[config.mk]
export PLATFORM = sky130hd
export DESIGN_NAME = log_calc
export DESIGN_NICKNAME = d
export VERILOG_FILES = /design/src/rtl/log_calc.sv
export SDC_FILE = /design/constraint.sdc
export NUM_CORES = 2
export LEC_CHECK = 0
export ABC_AREA = 1
export BUFFER_PORTS_ARGS = -buffer_cell sky130_fd_sc_hd__buf_2
export CORE_MARGIN = 5
export CORE_UTILIZATION = 45
export DETAILED_ROUTE_END_ITERATION = 8
export GPL_ROUTABILITY_DRIVEN = 0
export GPL_TIMING_DRIVEN = 0
export PLACE_DENSITY = 0.62
export SLEW_MARGIN = 30
export SYNTH_ARGS = -nofsm -noshare
export SYNTH_HDL_FRONTEND = slang
export SYNTH_SLANG_ARGS = --single-unit
[constraint.sdc]
create_clock -name clk -period 12.77 [get_ports clk]
set_input_delay 2.554 -clock clk [delete_from_list [all_inputs] [get_ports clk]]
set_output_delay 2.554 -clock clk [all_outputs]
set_load 0.02 [all_outputs]
[src/rtl/log_calc.sv]
// floor/ceil(log_b(n)) by repeated multiply; result after ceil+2 edges (1 if illegal), held until out_ready.
// Define LOG_CALC_SIZE_EN to add the out_bit_size / out_enc_size outputs.
module log_calc #(
  parameter int WIDTH = 32,
  parameter int LOG_W = $clog2(WIDTH + 1)
) (
  input  logic             clk,
  input  logic             rst_n,
  input  logic             in_valid,
  output logic             in_ready,
  input  logic [WIDTH-1:0] in_n,
  input  logic [WIDTH-1:0] in_b,
  output logic             out_valid,
  input  logic             out_ready,
  output logic [LOG_W-1:0] out_floor,
  output logic [LOG_W-1:0] out_ceil,
  output logic             out_err
`ifdef LOG_CALC_SIZE_EN
  ,
  output logic [LOG_W:0]   out_bit_size,
  output logic [LOG_W:0]   out_enc_size
`endif
);

  typedef enum logic [1:0] {S_IDLE, S_RUN, S_DONE} state_t;

  state_t                 r_state, w_state_nxt;
  logic [WIDTH-1:0]       r_n, r_b;
  logic [2*WIDTH-1:0]     r_p;
  logic [LOG_W-1:0]       r_k;
  logic [LOG_W-1:0]       r_floor, r_ceil;
  logic                   r_err;
  logic                   w_accept, w_finish, w_illegal, w_lt;
  logic [2*WIDTH-1:0]     w_prod, w_n_ext;
  logic [LOG_W-1:0]       w_floor;

  assign w_illegal = (in_n == '0) || (in_b < WIDTH'(2));
  assign w_n_ext   = {{WIDTH{1'b0}}, r_n};
  assign w_lt      = (r_p < w_n_ext);
  // p < n < 2^WIDTH whenever we multiply, so the low half of p carries the full value
  assign w_prod    = {{WIDTH{1'b0}}, r_p[WIDTH-1:0]} * {{WIDTH{1'b0}}, r_b};
  assign w_floor   = (r_p == w_n_ext) ? r_k : r_k - LOG_W'(1);

  assign out_floor = r_floor;
  assign out_ceil  = r_ceil;
  assign out_err   = r_err;

  always_ff @(posedge clk or negedge rst_n) begin
    if (!rst_n) r_state <= S_IDLE;
    else        r_state <= w_state_nxt;
  end

  always_comb begin
    w_state_nxt = r_state;
    in_ready    = 1'b0;
    out_valid   = 1'b0;
    w_accept    = 1'b0;
    w_finish    = 1'b0;
    case (r_state)
      S_IDLE: begin
        in_ready = 1'b1;
        if (in_valid) begin
          w_accept    = 1'b1;
          w_state_nxt = w_illegal ? S_DONE : S_RUN;
        end
      end
      S_RUN: begin
        if (!w_lt) begin
          w_finish    = 1'b1;
          w_state_nxt = S_DONE;
        end
      end
      S_DONE: begin
        out_valid = 1'b1;
        if (out_ready) w_state_nxt = S_IDLE;
      end
      default: w_state_nxt = S_IDLE;
    endcase
  end

  always_ff @(posedge clk or negedge rst_n) begin
    if (!rst_n) begin
      r_n     <= '0;
      r_b     <= '0;
      r_p     <= '0;
      r_k     <= '0;
      r_floor <= '0;
      r_ceil  <= '0;
      r_err   <= 1'b0;
    end else if (w_accept) begin
      r_n     <= in_n;
      r_b     <= in_b;
      r_k     <= '0;
      r_floor <= '0;
      r_ceil  <= '0;
      r_err   <= w_illegal;
      r_p     <= w_illegal ? '0 : {{(2*WIDTH-1){1'b0}}, 1'b1};
    end else if (r_state == S_RUN) begin
      if (w_lt) begin
        r_p <= w_prod;
        if (r_k != LOG_W'(WIDTH)) r_k <= r_k + LOG_W'(1);
      end else begin
        r_ceil  <= r_k;
        r_floor <= w_floor;
      end
    end
  end

`ifdef LOG_CALC_SIZE_EN
  logic [LOG_W:0] r_bit_size, r_enc_size;

  assign out_bit_size = r_bit_size;
  assign out_enc_size = r_enc_size;

  always_ff @(posedge clk or negedge rst_n) begin
    if (!rst_n) begin
      r_bit_size <= '0;
      r_enc_size <= '0;
    end else if (w_accept) begin
      r_bit_size <= (LOG_W+1)'(1);
      r_enc_size <= (LOG_W+1)'(1);
    end else if (w_finish) begin
      r_bit_size <= {1'b0, w_floor} + (LOG_W+1)'(1);
      r_enc_size <= (r_n == WIDTH'(1)) ? (LOG_W+1)'(1) : {1'b0, r_k};
    end
  end
`endif

endmodule

=== Yosys cells after proc, flatten, opt, wreduce, memory -nomap -nowiden ===
Cells that the tools add are included.

* Register bits after elaboration: 149
* Bits of input ports: 68
* Output and inout port bits: 15
* Word-level logic and storage cells: 55

* Add/sub/neg operators: 2
* Multipliers: 1
* Order comparisons: 2
* Eq/ne operators: 8
* Mux-type cells: 24
* Reduce and logical (&&, ||, !) cells: 10

{| class="wikitable"
|+ Operators by type and width
! kind !! number
|-
| 64-bit two-way mux || 3
|-
| 6-bit two-way mux || 11
|-
| 64-bit by 32-bit == test with 1-bit output || 1
|-
| 64-bit by 32-bit < comparator with 1-bit output || 1
|-
| 32-bit by 32-bit multiplier with 64-bit output || 1
|-
| 32-bit zero test || 1
|-
| 32-bit by 2-bit < comparator with 1-bit output (second input constant) || 1
|-
| 2-bit two-way mux || 4
|-
| 2-bit inequality test (second input constant) || 4
|-
| 6-bit by 1-bit adder with 6-bit output (second input constant) || 1
|-
| 6-bit inequality test (second input constant) || 1
|-
| 2-bit case mux with 3 select lines || 1
|-
| 3-bit AND reduction || 2
|-
| 2-bit nonzero test || 3
|-
| 6-bit by 1-bit subtractor with 6-bit output (second input constant) || 1
|-
| 1-bit two-way mux || 5
|-
| 2-bit AND reduction || 2
|-
| 2-bit by 1-bit == test with 1-bit output (second input constant) || 1
|-
| 2-bit == test (second input constant) || 1
|-
| 2-bit zero test || 1
|-
| 1-bit logical OR || 1
|}

=== Depth between registers and ports, before layout ===
* Depth in word-level cells: 5
* Depth in mapped cells: 32
* Depth with buffers taken out: 30

=== Worst setup path before layout ===
Ideal clock, no wire load.

* Path type: flip-flop to flip-flop
* Start: register r_p[31]
* End: register r_p[46]
* Library setup time: 0.117 ns
* Data arrival time: 6.246 ns
* Data required time: 12.653 ns
* Setup slack: 6.406 ns
* Stages on the path, launching flop included: 29
* Path buffers: 2
* Period minus slack after synthesis: 6.364 ns
* Cell sequence: dfrtp_1 clkbuf_1 clkbuf_1 nand2_1 fa_1 inv_1 fa_1 fa_1 inv_1 fa_1 inv_1 fa_1 fa_1 fa_1 inv_1 fa_1 inv_1 ha_1 nand2_1 nor2_1 inv_1 nor2_1 inv_1 nor2_1 nand3_1 nand3_1 nand2_1 nand3_1 nand2_1

* Word-level cells in the longest chain between the ends: 4
* Elaborated cells on any way between the ends: 7
* Classes of those cells: mul: 1; order compare: 1; mux: 3; reduce/logical: 2

{| class="wikitable"
|+ RTL lines
! what !! RTL line !! text
|-
| start, declared || 29 || <nowiki>logic [2*WIDTH-1:0] r_p;</nowiki>
|-
| start signal, assigned || 97 || <nowiki>r_p <= w_illegal ? '0 : {{(2*WIDTH-1){1'b0}}, 1'b1};</nowiki>
|-
| start signal, assigned || 100 || <nowiki>r_p <= w_prod;</nowiki>
|-
| 32-bit by 32-bit multiplier with 64-bit output || 41 || <nowiki>assign w_prod = {{WIDTH{1'b0}}, r_p[WIDTH-1:0]} * {{WIDTH{1'b0}}, r_b};</nowiki>
|-
| 64-bit two-way mux || 99 || <nowiki>if (w_lt) begin</nowiki>
|-
| 64-bit two-way mux || 98 || <nowiki>end else if (r_state == S_RUN) begin</nowiki>
|-
| 64-bit two-way mux || 90 || <nowiki>end else if (w_accept) begin</nowiki>
|}

Several ways; a longest one is shown, not always the timed one. The select of a mux whose other input is x is not followed.
A chain may end at the register's enable or synchronous reset.

=== Worst setup path in the final report ===
* Start: register r_b[5]
* End: register r_p[56]

* Word-level cells in the longest chain between the ends: 4

{| class="wikitable"
|+ RTL lines
! what !! RTL line !! text
|-
| start, declared || 28 || <nowiki>logic [WIDTH-1:0] r_n, r_b;</nowiki>
|-
| start signal, assigned || 92 || <nowiki>r_b <= in_b;</nowiki>
|-
| 32-bit by 32-bit multiplier with 64-bit output || 41 ||
|-
| 64-bit two-way mux || 99 ||
|-
| 64-bit two-way mux || 98 ||
|-
| 64-bit two-way mux || 90 ||
|}

No other way between the ends. The select of a mux whose other input is x is not followed.

==> flow_summary.json <==
{
  "status": "complete, no violations",
  "fin_area_sq_um": 46000,
  "cts.clk_slew.worst_paths_ns": 0.08,
  "grt_max_degree": 78,
  "synth-async-reset-ratio_pct": 100,
  "rows": 113,
  "coreArea_sq_um": 95200,
  "post_cts_buffers": 0,
  "yosysTopAreaCell": "fa_1",
  "worst_pin_slew_ns": 1.16,
  "reg2regPathDepth": 26,
  "cp_max_fo": 10,
  "hold_class": "reg -> reg",
  "cp.required_ns": 13.14,
  "synthesis.instances": 5881,
  "grtUsageTotal_pct": 31.7,
  "min_to": "r_n[18]",
  "tns_ns": 0,
  "drv_slew": 0,
  "hpwl_mm": 136,
  "clock_path_buffers": 2,
  "ys_types": 30,
  "drive_above_1_share_pct": 2.75,
  "yosysWarnings": 0,
  "crit_top_cell": "fa_1",
  "port_buffers": 82,
  "clock_latency_ns": 0.50,
  "crit_path_end_kind": "register",
  "die_y_um": 320,
  "crit_slowest_cell": "clkbuf_1",
  "vias_per_cell": 5.18,
  "critPathKind": "reg -> reg",
  "first_pass_iters": 7,
  "min_from": "r_n[18]",
  "antenna_found_initial": 8,
  "wl_per_cell_um": 22.3,
  "synth_xor_area_share_pct": 0.729,
  "hold_path_depth": 2,
  "yosys.area_share.simple_pct": 20.4,
  "die_area_sq_um": 102000,
  "cts-resized-gates": 0,
  "grt_pass1_vias": 37200,
  "synthAdderAreaFrac_pct": 50.1,
  "synth_top_family_by_area": "adder cells",
  "synth_seq_cells": 149,
  "start_util_pct": 45.5,
  "avgSynthCellArea_sq_um": 7.35,
  "ys_seq_area_share_pct": 8.62,
  "numCtsBuffers": 17,
  "vias": 37600,
  "netlist_top_cells_area": "fa_1 41%, inv_1 16%, nand2_1 16%",
  "overflow": 0,
  "fin_crit_sh_pct": 68.8,
  "num_io_pins": 83,
  "h-tree-depth": 4,
  "postCtsHoldBufs": 0,
  "crit_buf_inv": 6,
  "nets": 7248,
  "start_kind": "register",
  "setup_violations": 0,
  "placed_cell_area_sq_um": 45300,
  "postRouteAntennaNets": 0,
  "clock_skew_ns": 0.0370,
  "arrival_ns": 9.15,
  "yosys-mux-area-fraction_pct": 0,
  "rsz0062_at_grt": "false",
  "syn-num-nets": 7143,
  "rr_endpoint": "r_p[56]",
  "cpPeakStageDelay_ns": 0.89,
  "synth_top_flop_cell": "dfrtp_1",
  "syn_area_sq_um": 43300,
  "netlist.area_leader.share_pct": 41.5,
  "root_buffer": "clkbuf_16",
  "cts_tree": "yes",
  "wl_mm": 162,
  "syn_to_final_growth_pct": 6.30,
  "clock-sinks": 149,
  "reg2reg_slack_ns": 3.98,
  "first_iter_violations": 4342,
  "grt_pass1_wl_mm": 238,
  "die-width_um": 320,
  "slew_headroom_pct": 22.9,
  "final_hold_viol_count": 0,
  "synth_edf_count": 0,
  "drv_cap": 0,
  "synth_compound_area_share_pct": 1.70,
  "timing.rr.start": "r_b[5]",
  "fmax_ghz": 0.114,
  "drc": 0,
  "final.min_clock_period_ns": 8.79,
  "cpLargestDelayFamily": "adder cells"
}
## layer usage
layer | up-vias | wire, um | share of wire, % | global-route usage (%)
met5 | - | 14 | 0.0086 | 0
met4 | 2 | 12100 | 7.5 | 17.6
met3 | 501 | 21700 | 13 | 9.78
met2 | 2194 | 66400 | 41 | 45.9
met1 | 18400 | 61800 | 38 | 42.5
li1 | 16500 | - | - | -
## worst register-to-register path: cells and delay by family (launching register included)
kind / cells / cell delay (ns)
buffers and inverters: 6 / 2.02
DFF: 1 / 0.32
and+or+nand+nor: 11 / 1.70
adders and majority gates: 9 / 4.68
## registers in the layout (all words and copies together) (netlist names)
signal	flops
r_state	2
out_floor	6
r_n	32
out_err	1
r_b	32
r_p	64
out_ceil	6
r_k	6
## cells in the mapped netlist, types with 20 or more instances
| cell type | number |
|---|---|
| inv_1 | 1827 |
| nand2_1 | 1825 |
| fa_1 | 896 |
| ha_1 | 298 |
| clkbuf_1 | 274 |
| nand3_1 | 178 |
| nor2_1 | 165 |
| dfrtp_1 | 149 |
| o21ai_0 | 63 |
| a21oi_1 | 53 |
| nand4_1 | 23 |
| o21ai_1 | 20 |
| xnor2_1 | 20 |
## kinds of logic (layout without fill, tap and decap cells)
| kind of cell | count (synthesis) | in the layout |
|---|---|---|
| AND/OR/NAND/NOR | 2235 | 2235 |
| adder cells (fa/ha/maj) | 1194 | 1194 |
| flip-flops | 149 | 149 |
| XOR/XNOR | 36 | 36 |
| buffers and inverters | 2124 | 2242 |
| AO/OA/AOI/OAI | 143 | 143 |
| other | 0 | 4 |
## per-stage QoR
step | worst slack [ns] | std cells | hold WS [ns] | util, %
after detailed placement | 4.29 | 7231 | 0.475 | 47.6
after global placement | 4.21 | 7228 | 0.470 | 47.6
after floorplan | 6.41 | 5881 | 0.453 | -
after global routing | 3.78 | 7264 | 0.506 | 48.3
after CTS | 4.26 | 7263 | 0.492 | 48.3
final | 3.98 | 7268 | 0.489 | 48.3
## how the worst max path moves through the flow
stage,start,end,slack (ns),cells after the start
detailed placement,r_b[5],r_p[46],4.29,28
floorplan,r_p[31],r_p[46],6.41,28
global route,r_b[5],r_p[56],3.78,26
finish,r_b[5],r_p[56],3.98,26
global placement,r_b[24],r_p[46],4.21,26
CTS,r_b[5],r_p[46],4.26,28
## layout make-up
type | count | area [sq um]
flip-flops and latches | 149 | 3730
fillers | 9647 | 49200
well taps | 1265 | 1580
clock buffers | 17 | 425
diodes | 4 | 10.0
plain buffers | 295 | 1170
repair buffers | 86 | 482
clock inverters | 15 | 194
inverters | 1829 | 6870
multi-input cells | 3608 | 31500
## placed cells by master, fill, tap and decap left out, types with 9 or more instances in the layout
cell	Yosys	routed
ha_1	298	298
o21ai_1	20	20
nor4_1	13	13
fa_1	896	896
nand3b_1	13	13
xnor2_1	20	20
nand2_1	1825	1825
buf_2	7	88
o21ai_0	63	63
clkbuf_16	0	17
a21oi_1	53	53
clkbuf_1	274	250
dfrtp_1	149	149
xor2_1	16	16
nand4_1	23	23
nand3_1	178	178
nor2_1	165	165
nor3_1	9	9
clkbuf_2	0	25
inv_1	1827	1827
Power is left out: the tool's default activity adds up to more than one toggle a clock period on the data nets, which glitch-free logic cannot reach.
